<file path="config.mk">
export PLATFORM = sky130hd
export DESIGN_NAME = delayed_exec_pipe_flat
export DESIGN_NICKNAME = d
export VERILOG_FILES = /design/src/rtl/delayed_exec_pipe_if.sv /design/src/rtl/delayed_exec_pipe.sv /design/src/flat_wrapper.sv
export SDC_FILE = /design/constraint.sdc
export NUM_CORES = 1
export LEC_CHECK = 0
export CELL_PAD_IN_SITES_DETAIL_PLACEMENT = 1
export CELL_PAD_IN_SITES_GLOBAL_PLACEMENT = 1
export CORE_MARGIN = 3
export CORE_UTILIZATION = 25
export DETAILED_ROUTE_END_ITERATION = 6
export PLACE_DENSITY_LB_ADDON = 0.1
export RECOVER_POWER = 100
export SLEW_MARGIN = 25
export SYNTH_ARGS = -nofsm -noshare
export SYNTH_HDL_FRONTEND = slang
export SYNTH_SLANG_ARGS = --single-unit
</file>
<file path="constraint.sdc">
create_clock -name clk -period 11.4 [get_ports clk]
set_clock_uncertainty 0.1 [all_clocks]
set_input_delay 1.71 -clock clk [delete_from_list [all_inputs] [get_ports clk]]
set_output_delay 1.71 -clock clk [all_outputs]
set_load 0.01 [all_outputs]
</file>
<file path="src/rtl/delayed_exec_pipe_if.sv">
// Issue/result handshake bundle for delayed_exec_pipe.
// The DUT uses the slave modport; the producer/consumer side uses master.
interface delayed_exec_pipe_if #(
  parameter int DATA_WIDTH = 32,
  parameter int LANES      = 2
);
  localparam int SHW = $clog2(DATA_WIDTH);

  logic                        flush;
  logic                        in_valid;
  logic                        in_ready;
  logic [LANES-1:0]            in_lane_en;
  logic [LANES*4-1:0]          in_op;
  logic [LANES*DATA_WIDTH-1:0] in_reg1;
  logic [LANES*DATA_WIDTH-1:0] in_reg2;
  logic [LANES*SHW-1:0]        in_shamt;
  logic [LANES*DATA_WIDTH-1:0] in_pass;
  logic                        out_valid;
  logic                        out_ready;
  logic [LANES-1:0]            out_lane_en;
  logic [LANES*DATA_WIDTH-1:0] out_result;

  modport master (
    output flush, in_valid, in_lane_en, in_op, in_reg1, in_reg2, in_shamt, in_pass, out_ready,
    input  in_ready, out_valid, out_lane_en, out_result
  );

  modport slave (
    input  flush, in_valid, in_lane_en, in_op, in_reg1, in_reg2, in_shamt, in_pass, out_ready,
    output in_ready, out_valid, out_lane_en, out_result
  );
endinterface

</file>
<file path="src/rtl/delayed_exec_pipe.sv">
// Multi-lane ALU feeding a STAGES-deep elastic register pipeline.
// Define DELAYED_EXEC_CLZ_EN to compile in the op-15 leading-zero count.
module delayed_exec_pipe #(
  parameter int DATA_WIDTH = 32,
  parameter int LANES      = 2,
  parameter int STAGES     = 2
) (
  input  logic                  clk,
  input  logic                  rst,
  delayed_exec_pipe_if.slave    bus
);
  localparam int SHW = $clog2(DATA_WIDTH);

  typedef enum logic [3:0] {
    OP_PASS, OP_AND, OP_OR, OP_XOR, OP_NOR, OP_ADDU, OP_SUBU, OP_SLL,
    OP_SRL, OP_SRA, OP_SLLV, OP_SRLV, OP_SRAV, OP_SLT, OP_SLTU, OP_CLZ
  } op_e;

  logic [LANES*DATA_WIDTH-1:0] alu_res;
  logic [STAGES-1:0]           vld_q, vld_d;
  logic [STAGES-1:0]           can_acc;
  logic [LANES-1:0]            lane_q [STAGES];
  logic [LANES*DATA_WIDTH-1:0] data_q [STAGES];
  logic                        acc_in;

  always_comb begin
    logic [3:0]            op;
    logic [DATA_WIDTH-1:0] a, b, p, res;
    logic [SHW-1:0]        sh_imm, sh_var;
`ifdef DELAYED_EXEC_CLZ_EN
    logic [DATA_WIDTH-1:0] clz;
`endif
    alu_res = '0;
    op      = '0;
    a       = '0;
    b       = '0;
    p       = '0;
    res     = '0;
    sh_imm  = '0;
    sh_var  = '0;
    for (int unsigned l = 0; l < LANES; l++) begin
      op     = bus.in_op[l*4 +: 4];
      a      = bus.in_reg1[l*DATA_WIDTH +: DATA_WIDTH];
      b      = bus.in_reg2[l*DATA_WIDTH +: DATA_WIDTH];
      p      = bus.in_pass[l*DATA_WIDTH +: DATA_WIDTH];
      sh_imm = bus.in_shamt[l*SHW +: SHW];
      sh_var = a[SHW-1:0];
`ifdef DELAYED_EXEC_CLZ_EN
      // Highest set bit is visited last, so it sets the final count.
      clz = DATA_WIDTH'(DATA_WIDTH);
      for (int unsigned i = 0; i < DATA_WIDTH; i++) begin
        if (a[i]) clz = DATA_WIDTH'(DATA_WIDTH - 1 - i);
      end
`endif
      case (op)
        OP_AND:  res = a & b;
        OP_OR:   res = a | b;
        OP_XOR:  res = a ^ b;
        OP_NOR:  res = ~(a | b);
        OP_ADDU: res = a + b;
        OP_SUBU: res = a - b;
        OP_SLL:  res = b << sh_imm;
        OP_SRL:  res = b >> sh_imm;
        OP_SRA:  res = $signed(b) >>> sh_imm;
        OP_SLLV: res = b << sh_var;
        OP_SRLV: res = b >> sh_var;
        OP_SRAV: res = $signed(b) >>> sh_var;
        OP_SLT:  res = {{(DATA_WIDTH-1){1'b0}}, $signed(a) < $signed(b)};
        OP_SLTU: res = {{(DATA_WIDTH-1){1'b0}}, a < b};
`ifdef DELAYED_EXEC_CLZ_EN
        OP_CLZ:  res = clz;
`endif
        default: res = p;
      endcase
      alu_res[l*DATA_WIDTH +: DATA_WIDTH] = res;
    end
  end

  // Stage k can take new data iff some stage at or after k is empty, or the
  // output is being consumed; flattened so no vector bit feeds another.
  always_comb begin
    can_acc = '0;
    for (int unsigned k = 0; k < STAGES; k++) begin
      can_acc[k] = bus.out_ready;
      for (int unsigned j = k; j < STAGES; j++) begin
        if (!vld_q[j]) can_acc[k] = 1'b1;
      end
    end
  end

  assign bus.in_ready = can_acc[0] && !bus.flush && !rst;
  assign acc_in       = bus.in_valid && bus.in_ready;

  always_comb begin
    vld_d = vld_q;
    if (can_acc[0]) vld_d[0] = acc_in;
    for (int unsigned k = 1; k < STAGES; k++) begin
      if (can_acc[k]) vld_d[k] = vld_q[k-1];
    end
    if (bus.flush) vld_d = '0;
  end

  always_ff @(posedge clk) begin
    if (rst) vld_q <= '0;
    else     vld_q <= vld_d;
  end

  always_ff @(posedge clk) begin
    if (rst) begin
      for (int unsigned k = 0; k < STAGES; k++) lane_q[k] <= '0;
    end else begin
      if (can_acc[0]) lane_q[0] <= bus.in_lane_en;
      for (int unsigned k = 1; k < STAGES; k++) begin
        if (can_acc[k]) lane_q[k] <= lane_q[k-1];
      end
    end
  end

  always_ff @(posedge clk) begin
    if (can_acc[0]) data_q[0] <= alu_res;
    for (int unsigned k = 1; k < STAGES; k++) begin
      if (can_acc[k]) data_q[k] <= data_q[k-1];
    end
  end

  assign bus.out_valid   = vld_q[STAGES-1];
  assign bus.out_lane_en = vld_q[STAGES-1] ? lane_q[STAGES-1] : '0;
  assign bus.out_result  = vld_q[STAGES-1] ? data_q[STAGES-1] : '0;
endmodule

</file>
<file path="src/flat_wrapper.sv">
// flat-port wrapper written by rule: the top's interface ports become plain ports
module delayed_exec_pipe_flat 
#(
  parameter int DATA_WIDTH = 32,
  parameter int LANES      = 2,
  parameter int STAGES     = 2
)
  (clk, rst, bus_flush, bus_in_valid, bus_in_lane_en, bus_in_op, bus_in_reg1, bus_in_reg2, bus_in_shamt, bus_in_pass, bus_out_ready, bus_in_ready, bus_out_valid, bus_out_lane_en, bus_out_result);
  delayed_exec_pipe_if #(.DATA_WIDTH(DATA_WIDTH), .LANES(LANES)) bus_i ();
  input  logic clk;
  input  logic rst;
  input wire logic [$bits(bus_i.flush)-1:0] bus_flush;
  input wire logic [$bits(bus_i.in_valid)-1:0] bus_in_valid;
  input wire logic [$bits(bus_i.in_lane_en)-1:0] bus_in_lane_en;
  input wire logic [$bits(bus_i.in_op)-1:0] bus_in_op;
  input wire logic [$bits(bus_i.in_reg1)-1:0] bus_in_reg1;
  input wire logic [$bits(bus_i.in_reg2)-1:0] bus_in_reg2;
  input wire logic [$bits(bus_i.in_shamt)-1:0] bus_in_shamt;
  input wire logic [$bits(bus_i.in_pass)-1:0] bus_in_pass;
  input wire logic [$bits(bus_i.out_ready)-1:0] bus_out_ready;
  output wire logic [$bits(bus_i.in_ready)-1:0] bus_in_ready;
  output wire logic [$bits(bus_i.out_valid)-1:0] bus_out_valid;
  output wire logic [$bits(bus_i.out_lane_en)-1:0] bus_out_lane_en;
  output wire logic [$bits(bus_i.out_result)-1:0] bus_out_result;
  assign bus_i.flush = bus_flush;
  assign bus_i.in_valid = bus_in_valid;
  assign bus_i.in_lane_en = bus_in_lane_en;
  assign bus_i.in_op = bus_in_op;
  assign bus_i.in_reg1 = bus_in_reg1;
  assign bus_i.in_reg2 = bus_in_reg2;
  assign bus_i.in_shamt = bus_in_shamt;
  assign bus_i.in_pass = bus_in_pass;
  assign bus_i.out_ready = bus_out_ready;
  assign bus_in_ready = bus_i.in_ready;
  assign bus_out_valid = bus_i.out_valid;
  assign bus_out_lane_en = bus_i.out_lane_en;
  assign bus_out_result = bus_i.out_result;
  delayed_exec_pipe #(.DATA_WIDTH(DATA_WIDTH), .LANES(LANES), .STAGES(STAGES)) u_core (.clk(clk), .rst(rst), .bus(bus_i));
endmodule
</file>
==> metrics.yaml <==
worst_setup_path:
  r2r-start: "u_core.vld_q[1]"
  reg2regPathDepth: 4
  setup.worst_path.class: "primary input to flop"
  end_kind: "flop"
  critPathLaunch: "bus_in_op[7]"
  crit_arrival_ns: 9.00
  critPathMaxFanout: 45
  critical_path_required_ns: 11.50
  start_kind: "primary input"
global_route:
  grt_pass1_vias: 30800
  antenna_found_initial: 20
  grt_max_degree: 70
  grt_use_total: 0.305
  overflow: 0
  grt_pass1_wl_um: 248000
power_and_ir_drop:
  ir_worst_vdd_mv: 0.117
  p_leak_uw: 0.0128
  powerDensity_nw_per_um2: 89.0
  totalPowerFinal_uw: 2840
clock_tree:
  clk-insertion-delay-late_ns: 0.49
  cts_resized: 0
  cts.sinks: 134
  root_buffer: "clkbuf_16"
  cts_hold_buf: 0
  htreeDepth: 4
  path_clk_slew_ns: 0.08
  clockBufferDepth: 2
  tritoncts: "yes"
  post_cts_buffers: 0
  cts_buffers: 17
die:
  die_area_um2: 112000
  row_count: 119
  core_area_um2: 106000
  start_util: 0.254
  die_w_um: 335
  dieHeight_um: 335
  io_pins: 285
synth:
  muxShareOfSynthArea: 0.152
  async_flop_share: 0
  synth.largest_area_cell: "edfxtp_1"
  synthTopCellsByArea: "edfxtp_1 15%, ha_1 10%, mux2i_1 10%"
  synth_cell_type_count: 96
  ys.warnings.count: 0
  netlist_area_um2: 27000
  synth_flop_cell: "edfxtp_1"
  synth-xor-area-share: 0.00778
  synth_top_family_by_area: "compound AO/OA/AOI/OAI gates"
  yosysSeqAreaShare: 0.148
  synth_top_cell_area_share: 0.147
  syn_inst: 3704
  ys_seq_elements: 134
  synth_compound_area_frac: 0.307
  synth_edf_count: 132
  syn_avg_cell_area_um2: 7.30
  synth-simple-area-share: 0.202
  synthAdderAreaFrac: 0.107
  synth_nets: 4149
finish:
  final_common_cell: "nor2_1"
  fillers: 13000
  final_cell_mix: "416 x nor2_1, 403 x a21oi_1, 375 x nand2_1"
  utilization: 0.300
  area_growth_pct: 18.1
  fin_nets: 4278
  layout-drive-gt1-share: 0.0684
placement:
  gp_congestion: 1.01
  io_buffers: 284
  dp_hpwl_um: 142000
detailed_routing:
  drt-total-wl_um: 179000
  remaining_drc_errors: 9
  final_antenna_net_count: 0
  dr.pass1.iters: 7
  num_vias: 32300
  wl_per_cell_um: 34.1
  vias_per_cell: 6.17
  drt_iter0_markers: 3989
timing:
  period_needed_ns: 8.90
  tns_ns: 0
  setup_viol: 0
  max-slew-margin-rel: -1.74
  grt_setup_unrepaired: "false"
  tightest_slew_ns: 4.11
  final_max_slew_viol_count: 285
  hold_viol_final: 0
  fin_crit_sh: 0.780
  max_freq_mhz: 112
hold_path:
  worstHoldStart: "u_core.data_q[0][44]"
  hold_depth: 0
  min_path_type: "flop to flop"
outcome:
  violations: "DRC, capacitance limit, slew limit"
  status: "finished with violations"
run:
  cap_viol_max_count: 6
[sequential cells by signal, indices dropped and copies added (netlist names)]
| register | cells |
|---|---|
| u_core.vld_q | 2 |
| u_core.data_q | 128 |
| u_core.lane_q | 4 |
[cells by family after synthesis]
logic type | after synthesis
buffers and inverters | 489
AND/OR/NAND/NOR | 1208
flip-flops | 134
AO/OA/AOI/OAI | 1270
adder cells (fa/ha/maj) | 228
multiplexers | 351
XOR/XNOR | 24
[report_power, final]
group / internal (uW) / switching (uW) / leakage [uW] / total, uW
Clock: 306 / 281 / 0.000279 / 587
Combinational: 500 / 1060 / 0.0110 / 1560
Sequential: 650 / 42.8 / 0.00144 / 693
Total: 1460 / 1390 / 0.0128 / 2840
[per-stage QoR]
step	hold slack [ns]	std cells	setup WS, ns	area [um^2]
floorplan	0.300	3704	6.54	27000
global placement	0.301	5205	3.92	31400
detailed placement	0.306	5205	3.91	31400
global route	0.327	5238	2.08	31900
CTS	0.320	5237	4.43	32000
finish	0.318	5241	2.50	31900
[routing by layer]
metal	vias to the layer above	routed length, um	track usage
li1	14000	-	-
met1	16400	85500	0.465
met2	1654	70900	0.425
met3	217	17900	0.0760
met4	10	4310	0.0680
met5	-	72	0
[worst max-delay path, stage by stage]
cell	delay [ns]
dlygate4sd3_1	0.52
buf_4	0.39
nor4bb_1	0.37
clkbuf_1	0.86
mux2i_4	0.34
clkbuf_1	2.01
mux2i_1	0.75
nand2_1	0.22
nand2_1	0.12
o21ai_0	0.37
o21ai_0	0.27
a21oi_1	0.36
a21oi_1	0.07
a21oi_1	0.55
[final timing paths]
kind,to,slack (ns)
hold reg to reg,u_core.data_q[0][108],0.32
hold / removal,u_core.data_q[0][108],0.32
setup reg to reg,u_core.data_q[0][56],5.08
setup / recovery,u_core.data_q[0][47],2.50
[cell usage after synthesis, types with 16 or more instances]
master     number
a2111oi_0      16
a211oi_1      107
a21o_1         35
a21oi_1       404
a221o_1        17
a221oi_1       63
a22oi_1        39
a31oi_1        76
a32oi_1        17
and2_1         84
and3_1         27
buf_2          57
buf_4          17
clkbuf_1      192
edfxtp_1      132
ha_1          224
inv_1         194
mux2_2         23
mux2i_1       276
mux4_2         41
nand2_1       376
nand2b_1       30
nand3_1        98
nand4_1        22
nor2_1        420
nor2b_1        29
nor3_1         64
o2111ai_1      16
o211ai_1       43
o21a_1         18
o21ai_0       186
o21bai_1       23
o221ai_1       20
o22ai_1        44
o31ai_1        19
xnor2_1        22
[final cells by class]
class,count,area [um^2],share of cell area
repair buffers,402,3700,0.116
inverters,197,741,0.0232
clock inverters,15,145,0.00455
multi-input cells,3081,21200,0.663
diodes,4,10.0,0.000314
clock buffers,17,425,0.0133
well taps,1391,1740,0.0545
flip-flops and latches,134,4000,0.125
No activity file was read; power rests on OpenSTA's default activity.
